[src/rtl/bitstream_streamer_if.sv]
`default_nettype none
// +----------------------------------------------------------------------------+
// | axi_stream_if : AXI-stream beat bundle (tvalid/tready/tdata/tlast)          |
// | Rev 1.0                                                                     |
// +----------------------------------------------------------------------------+
interface axi_stream_if #(
  parameter int DATA_WIDTH = 8
);
  logic                  tvalid;
  logic                  tready;
  logic [DATA_WIDTH-1:0] tdata;
  logic                  tlast;

  modport master (output tvalid, output tdata, output tlast, input tready);
  modport slave  (input tvalid, input tdata, input tlast, output tready);
endinterface
`default_nettype wire

[src/rtl/bitstream_streamer.sv]
`default_nettype none
// +----------------------------------------------------------------------------+
// | bitstream_streamer : serial bitstream -> AXI-stream words via small FIFO    |
// | Optional cfg pulse: BITSTREAM_STREAMER_CFG_PULSE_EN. Rev 1.0                |
// +----------------------------------------------------------------------------+
module bitstream_streamer #(
  parameter int BITSTREAM_DATA_WIDTH = 8,
  parameter int FIFO_DEPTH           = 4,
  parameter int LEN_WIDTH            = 8
) (
  input  logic                 clk,
  input  logic                 rst,
  input  logic                 load_start,
  input  logic [LEN_WIDTH-1:0] load_len,
  input  logic                 ser_valid,
  input  logic                 ser_bit,
  output logic                 ser_ready,
  output logic                 cfg,
  output logic                 busy,
  output logic                 done,
  axi_stream_if.master         cfg_bitstream
);
  localparam int c_w   = BITSTREAM_DATA_WIDTH;
  localparam int c_aw  = $clog2(FIFO_DEPTH);
  localparam int c_bcw = (c_w > 1) ? $clog2(c_w) : 1;

  typedef enum logic [2:0] {
    S_IDLE  = 3'd0,
    S_START = 3'd1,
    S_SHIFT = 3'd2,
    S_DRAIN = 3'd3,
    S_DONE  = 3'd4
  } state_t;

  state_t               r_state, w_next_state;
  logic [LEN_WIDTH-1:0] r_len, r_word_cnt;
  logic [c_bcw-1:0]     r_bit_cnt;
  logic [c_w-2:0]       r_shift;
  logic [c_w:0]         r_mem [FIFO_DEPTH];
  logic [c_aw:0]        r_wr_ptr, r_rd_ptr;

  logic                 w_full, w_empty, w_accept, w_push, w_pop;
  logic                 w_word_last, w_load_ok;
  logic [c_w-1:0]       w_shift_next;
  logic [c_w:0]         w_head;

  // Extra pointer MSB distinguishes full from empty when the indices match.
  assign w_empty      = (r_wr_ptr == r_rd_ptr);
  assign w_full       = (r_wr_ptr[c_aw] != r_rd_ptr[c_aw]) &&
                        (r_wr_ptr[c_aw-1:0] == r_rd_ptr[c_aw-1:0]);
  assign w_load_ok    = (r_state == S_IDLE) && load_start && (load_len != '0);
  assign ser_ready    = (r_state == S_SHIFT) && !w_full;
  assign w_accept     = ser_valid && ser_ready;
  assign w_shift_next = {r_shift, ser_bit};
  assign w_push       = w_accept && (r_bit_cnt == c_bcw'(c_w - 1));
  assign w_word_last  = (r_word_cnt == (r_len - LEN_WIDTH'(1)));
  assign w_head       = r_mem[r_rd_ptr[c_aw-1:0]];

  assign cfg_bitstream.tvalid = ((r_state == S_SHIFT) || (r_state == S_DRAIN)) && !w_empty;
  assign cfg_bitstream.tdata  = w_head[c_w-1:0];
  assign cfg_bitstream.tlast  = w_head[c_w];
  assign w_pop = cfg_bitstream.tvalid && cfg_bitstream.tready;

  assign busy = (r_state != S_IDLE);
  assign done = (r_state == S_DONE);

`ifdef BITSTREAM_STREAMER_CFG_PULSE_EN
  assign cfg = (r_state == S_START);
`else
  assign cfg = 1'b0;
`endif

  always_ff @(posedge clk) begin
    if (rst) begin
      r_state    <= S_IDLE;
      r_len      <= '0;
      r_word_cnt <= '0;
      r_bit_cnt  <= '0;
      r_shift    <= '0;
      r_wr_ptr   <= '0;
      r_rd_ptr   <= '0;
    end else begin
      r_state <= w_next_state;
      if (w_load_ok) begin
        r_len      <= load_len;
        r_word_cnt <= '0;
        r_bit_cnt  <= '0;
      end
      if (w_accept) begin
        r_shift   <= w_shift_next[c_w-2:0];
        r_bit_cnt <= w_push ? '0 : r_bit_cnt + c_bcw'(1);
      end
      if (w_push) begin
        r_word_cnt <= r_word_cnt + LEN_WIDTH'(1);
        r_wr_ptr   <= r_wr_ptr + (c_aw + 1)'(1);
      end
      if (w_pop) begin
        r_rd_ptr <= r_rd_ptr + (c_aw + 1)'(1);
      end
    end
  end

  // Storage needs no reset: the pointers alone define what is valid.
  always_ff @(posedge clk) begin
    if (w_push) begin
      r_mem[r_wr_ptr[c_aw-1:0]] <= {w_word_last, w_shift_next};
    end
  end

  always_comb begin
    w_next_state = r_state;
    case (r_state)
      S_IDLE:  if (w_load_ok) w_next_state = S_START;
      S_START: w_next_state = S_SHIFT;
      S_SHIFT: if (w_push && w_word_last) w_next_state = S_DRAIN;
      S_DRAIN: if (w_pop && w_head[c_w]) w_next_state = S_DONE;
      S_DONE:  w_next_state = S_IDLE;
      default: w_next_state = S_IDLE;
    endcase
  end
endmodule
`default_nettype wire

[src/flat_wrapper.sv]
// flat-port wrapper written by rule: the top's interface ports become plain ports
module bitstream_streamer_flat 
#(
  parameter int BITSTREAM_DATA_WIDTH = 8,
  parameter int FIFO_DEPTH           = 4,
  parameter int LEN_WIDTH            = 8
)
  (clk, rst, load_start, load_len, ser_valid, ser_bit, ser_ready, cfg, busy, done, cfg_bitstream_tvalid, cfg_bitstream_tdata, cfg_bitstream_tlast, cfg_bitstream_tready);
  axi_stream_if #(.DATA_WIDTH(8)) cfg_bitstream_i ();
  input  logic clk;
  input  logic rst;
  input  logic load_start;
  input  logic [LEN_WIDTH-1:0] load_len;
  input  logic ser_valid;
  input  logic ser_bit;
  output logic ser_ready;
  output logic cfg;
  output logic busy;
  output logic done;
  output wire logic [$bits(cfg_bitstream_i.tvalid)-1:0] cfg_bitstream_tvalid;
  output wire logic [$bits(cfg_bitstream_i.tdata)-1:0] cfg_bitstream_tdata;
  output wire logic [$bits(cfg_bitstream_i.tlast)-1:0] cfg_bitstream_tlast;
  input wire logic [$bits(cfg_bitstream_i.tready)-1:0] cfg_bitstream_tready;
  assign cfg_bitstream_tvalid = cfg_bitstream_i.tvalid;
  assign cfg_bitstream_tdata = cfg_bitstream_i.tdata;
  assign cfg_bitstream_tlast = cfg_bitstream_i.tlast;
  assign cfg_bitstream_i.tready = cfg_bitstream_tready;
  bitstream_streamer #(.BITSTREAM_DATA_WIDTH(BITSTREAM_DATA_WIDTH), .FIFO_DEPTH(FIFO_DEPTH), .LEN_WIDTH(LEN_WIDTH)) u_core (.clk(clk), .rst(rst), .load_start(load_start), .load_len(load_len), .ser_valid(ser_valid), .ser_bit(ser_bit), .ser_ready(ser_ready), .cfg(cfg), .busy(busy), .done(done), .cfg_bitstream(cfg_bitstream_i));
endmodule
[config.mk]
export PLATFORM = sky130hd
export DESIGN_NAME = bitstream_streamer_flat
export DESIGN_NICKNAME = d
export VERILOG_FILES = /design/src/rtl/bitstream_streamer_if.sv /design/src/rtl/bitstream_streamer.sv /design/src/flat_wrapper.sv
export SDC_FILE = /design/constraint.sdc
export NUM_CORES = 1
export LEC_CHECK = 0
export CAP_MARGIN = 10
export CORE_ASPECT_RATIO = 0.9
export CORE_MARGIN = 1.5
export CORE_UTILIZATION = 62
export DETAILED_ROUTE_END_ITERATION = 12
export GPL_ROUTABILITY_DRIVEN = 0
export PLACE_DENSITY = 0.85
export SETUP_SLACK_MARGIN = 0.02
export SLEW_MARGIN = 20
export SYNTH_ARGS = -nofsm -noshare
export SYNTH_HDL_FRONTEND = slang
export SYNTH_SLANG_ARGS = --single-unit
[constraint.sdc]
create_clock -name clk -period 7 [get_ports clk]
set_input_delay 1.05 -clock clk [delete_from_list [all_inputs] [get_ports clk]]
set_output_delay 1.05 -clock clk [all_outputs]
set_load 0.03 [all_outputs]
After elaboration in Yosys (flattened, before gate mapping)
Memories as Yosys holds them, arrays and structs flattened. A register that Yosys moved wholly into a read port is not among the register bits. Index checks and enable logic that the tools add are counted.

Memory bits (writable): 36. Input bits: 14. Memories kept: 1. Word-level logic and storage cells: 57. Output and inout bits: 14. Flip-flop bits (word level): 35.

Equality and inequality tests: 12. $add $sub $neg: 5. Reduce and logical (&&, ||, !) cells: 19. Multiplexer cells: 13.

Memory list: u_core.r_mem (words 4, bits a word 9, rd ports 1, clocked after Yosys merged registers in 1, write ports 1, RTL line bitstream_streamer.sv:39) `logic [c_w:0] r_mem [FIFO_DEPTH];`.

Operator list (number): $mux 3 (6); $mux 8 (2); $pmux 3 s4 (1); $logic_and 1x1->1 (10); $add 3x1->3 const B (3); $add 8x1->8 const B (1); $eq 8x8->1 (1); $reduce_bool 8->1 (1); $sub 8x1->8 const B (1); $eq 3x2->1 const B (2); $eq 3x3->1 const B (2); $mux 2 (2); $ne 2x2->1 const B (2); $reduce_bool 2->1 (2); $eq 3x1->1 const B (1); $eq 3x3->1 (1); $logic_not 3->1 (1); $reduce_and 3->1 (1); $reduce_bool 3->1 (1); $eq 2x2->1 (1); $logic_not 1->1 (2); $mux 1 (2); $ne 2x1->1 const B (1); $logic_or 1x1->1 (1); $ne 1x1->1 (1).

Logic depth before layout (Yosys ltp)
Depth after elaboration: 9. Depth in mapped cells: 6.

Worst setup path after synthesis
Ideal clock, no wire load.

Path kind: register to output. From: register u_core.r_wr_ptr[0]. To: output cfg_bitstream_tvalid. Cell stages (with the launch flop): 3. Data required time: 5.950 ns. Arrival: 1.452 ns. Path slack: 4.498 ns. Cells stage by stage: dfxtp_1 > xnor2_1 > a311oi_1.

Cells in the longest elaborated chain, start to end: 3.

Ends and longest elaborated chain: start: declaration (RTL line bitstream_streamer.sv:40) `logic [c_aw:0] r_wr_ptr, r_rd_ptr;`; start signal: assignment (RTL line bitstream_streamer.sv:95) `r_wr_ptr <= r_wr_ptr + (c_aw + 1)'(1);`; $eq 3x3->1 (RTL line bitstream_streamer.sv:48) `assign w_empty = (r_wr_ptr == r_rd_ptr);`; $logic_not 1->1 (RTL line bitstream_streamer.sv:59) `assign cfg_bitstream.tvalid = ((r_state == S_SHIFT) || (r_state == S_DRAIN)) && !w_empty;`; $logic_and 1x1->1 (RTL line bitstream_streamer.sv:59); end: declaration (RTL line flat_wrapper.sv:20) `output wire logic [$bits(cfg_bitstream_i.tvalid)-1:0] cfg_bitstream_tvalid;`.

Every way passes these cells.

==> impl_results.md <==
- Worst Hold Slack: 0.4768 ns
- Netlist Area Pre-Place: 3332 µm²
- Largest net degree at the start of global routing: 37
- Grt ovf: 0
- Largest family of logic cells by synthesized area: compound AO/OA/AOI/OAI gates
- Critical path fanouts, max: 9
- Die width: 80.28 µm
- Postcts setup bufs: 0
- Synth Register Bits: 73
- Core area: 5224 µm²
- Vias post-DR: 2,340
- Final Non-Filler Cells: 373
- Post-CTS sizing: 0
- Site Rows: 25
- Critical path required time: 5.95 ns
- Layout cells sized above 1: 11.11%
- Final setup viols: 0
- Vias in the first global route: 2,224
- Max-cap viol count: 0
- Tmin final: 3.289 ns
- Synth Area in Compound Gates: 12.65%
- Startpoint Class: flip-flop
- Maximum VDD drop: 0.0001868 V
- Simple-Gate Fraction of Synth Area: 12.47%
- Post-Synth Adder-Cell Area: 3.380%
- Final Hold Vio Count: 0
- Post-synthesis xor/xnor area fraction: 4.619%
- Total power: 0.8649 mW
- Post-Syn Instances: 280
- Dpl cells: 357
- Post-detailed-routing wire length: 6549 µm
- Wire per inst: 17.56 µm
- RSZ-0062 raised after global routing: false
- Die Ht: 72.55 µm
- TritonCTS clock tree: done
- CTS Buf Count: 9
- Pwr dens: 226.4 nW/µm²
- Clk slew on worst S/H paths: 0.07 ns
- Diodes inserted: 0
- Post-Route Utilization: 73.13%
- Hold Path Depth: 2
- IO Port Bufs: 26
- Status: finished clean
- DR iter-0 viols: 156
- Critical Path Sink Type: output pin
- GRT Util Overall: 24.97%
- Avg Vias per Cell: 6.273
- R2r worst-path depth: 4
- I/O Pins: 28
- Clk Latency, worst-skew pair: 0.34 ns
- Drt pass-1 iters: 5
- Yosys warning count: 0
- Crit path DAT: 2.24 ns
- Async SR Flop Fraction: 0%
- Global-route wire length before repair: 10,770 µm
- Syn_nets: 303
- Initial antenna violation count: 0
- Fin nets: 324
- Setup TNS: 0 ns
- Die area: 5824 µm²
- Final Cycle Share: 46.99%
- Drt drc: 0
- CTS sink count: 73
- HPWL Detailed: 4283 µm
- LEAKAGE: 1.324 nW
- Initial Util: 63.78%
- Mux share of post-synthesis cell area: 8.787%
- Clk root buf: clkbuf_8
- Clock Skews: 0.01034 ns
- Slew @ Worst Pin: 1.064 ns
- Pins Over Slew Limit: 0
- Hold-fix buffers, CTS: 0
- Main synth FF type: dfxtp_1
- Layout area overhead: 14.65%
- Clock Tree Buf Depth: 2
- Achievable Freq: 0.3040 GHz
- Netlist cell types: 52
- Setup CP Type: flip-flop to output pin
- Worst rel slew slack: 28.92%
- EDFF count, synth: 36
- Syn_area_per_cell: 11.90 µm²
- Antenna-violating nets left: 0
- CTS H-tree depth: 3
- Hold Path Class: flip-flop to flip-flop
- Sequential fraction of the synthesis area: 54.68%
[critical path: stages, from the launching register on]
cell and delay [ns]:
dfxtp_1 0.69, mux4_2 0.61, clkdlybuf4s50_1 0.61
[cell families (layout without fill, tap and decap cells)]
logic type	count (synthesis)	after routing
multiplexers	18	18
flip-flops	73	73
XOR/XNOR	15	15
adder cells (fa/ha/maj)	9	9
buffers and inverters	26	52
AO/OA/AOI/OAI	60	60
AND/OR/NAND/NOR	78	78
other	1	1
[sequential cells by signal, summed over array words and instances (netlist names), named ones only]
| register | flops |
|---|---|
| u_core.r_len | 8 |
| u_core.r_shift | 7 |
| u_core.r_bit_cnt | 3 |
| u_core.r_mem | 36 |
| u_core.r_word_cnt | 8 |
| u_core.r_state | 3 |
| u_core.r_rd_ptr | 3 |
| u_core.r_wr_ptr | 3 |
[cell usage in the layout, fill, tap and decap left out, types with 3 or more instances in the layout]
cell and n:
mux4_2 9, and3_1 6, nor4_1 4, xor2_1 7, ha_1 9, nand3_1 11
or4_1 3, xnor2_1 5, clkdlybuf4s50_1 26, or3_1 4, clkbuf_8 12, a31oi_1 4
o211ai_1 10, nor2_1 14, a21oi_1 23, dfxtp_1 37, mux2i_1 9, inv_1 8
nor3_1 6, nand2_1 18, edfxtp_1 36
[path summary, 6_finish.rpt]
path	from	to	slack, ns
setup reg to reg	u_core.r_bit_cnt[0]	u_core.r_mem[3][1]	4.22
hold / removal	u_core.r_bit_cnt[1]	u_core.r_bit_cnt[1]	0.48
setup / recovery	flip-flop	cfg_bitstream_tlast	3.71
hold reg to reg	u_core.r_bit_cnt[1]	u_core.r_bit_cnt[1]	0.48
[routing by layer]
layer | global-route usage, % | up-vias | wire, µm
met2 | 39.50 | 90 | 3234
met3 | 8.050 | 14 | 401
met1 | 32.19 | 1132 | 2766
li1 | - | 1104 | -
met4 | 9.579 | 0 | 146
met5 | 0 | - | 0
[through the flow]
step | setup slack, ns | instance area (µm²)
global placement | 3.763 | 3607
CTS | 3.667 | 3815
detailed placement | 3.668 | 3607
global route | 3.589 | 3820
finish | 3.711 | 3820
floorplan | 4.498 | 3332
[report_power, final]
group          total, mW  internal [mW]  switching, mW
sequential         0.459          0.450        0.00880
clock              0.335          0.192          0.143
combinational     0.0709         0.0322         0.0388
[cell usage after synthesis, drive strengths merged, types with 6 or more instances]
cell / instances / area [µm²]
dfxtp: 37 / 740.7
edfxtp: 36 / 1081
a21oi: 23 / 115.1
nand2: 18 / 67.56
nor2: 14 / 52.55
nand3: 11 / 55.05
clkbuf: 10 / 38.78
o211ai: 10 / 75.07
ha: 9 / 112.6
mux2i: 9 / 90.09
mux4: 9 / 202.7
xor2: 9 / 93.84
inv: 8 / 30.03
buf: 7 / 37.54
nor3: 7 / 35.03
and3: 6 / 37.54
xnor2: 6 / 60.06
[layout make-up]
| class | instances | area, µm² |
|---|---|---|
| Sequential cell | 73 | 1822 |
| Multi-Input combinational cell | 181 | 1405 |
| Fill cell | 333 | 1404 |
| Timing Repair Buffer | 27 | 267.8 |
| Clock buffer | 13 | 168.9 |
| Tap cell | 67 | 83.83 |
| Clock inverter | 3 | 38.79 |
| Inverter | 9 | 33.78 |
No activity file was read; power rests on OpenSTA's default activity.
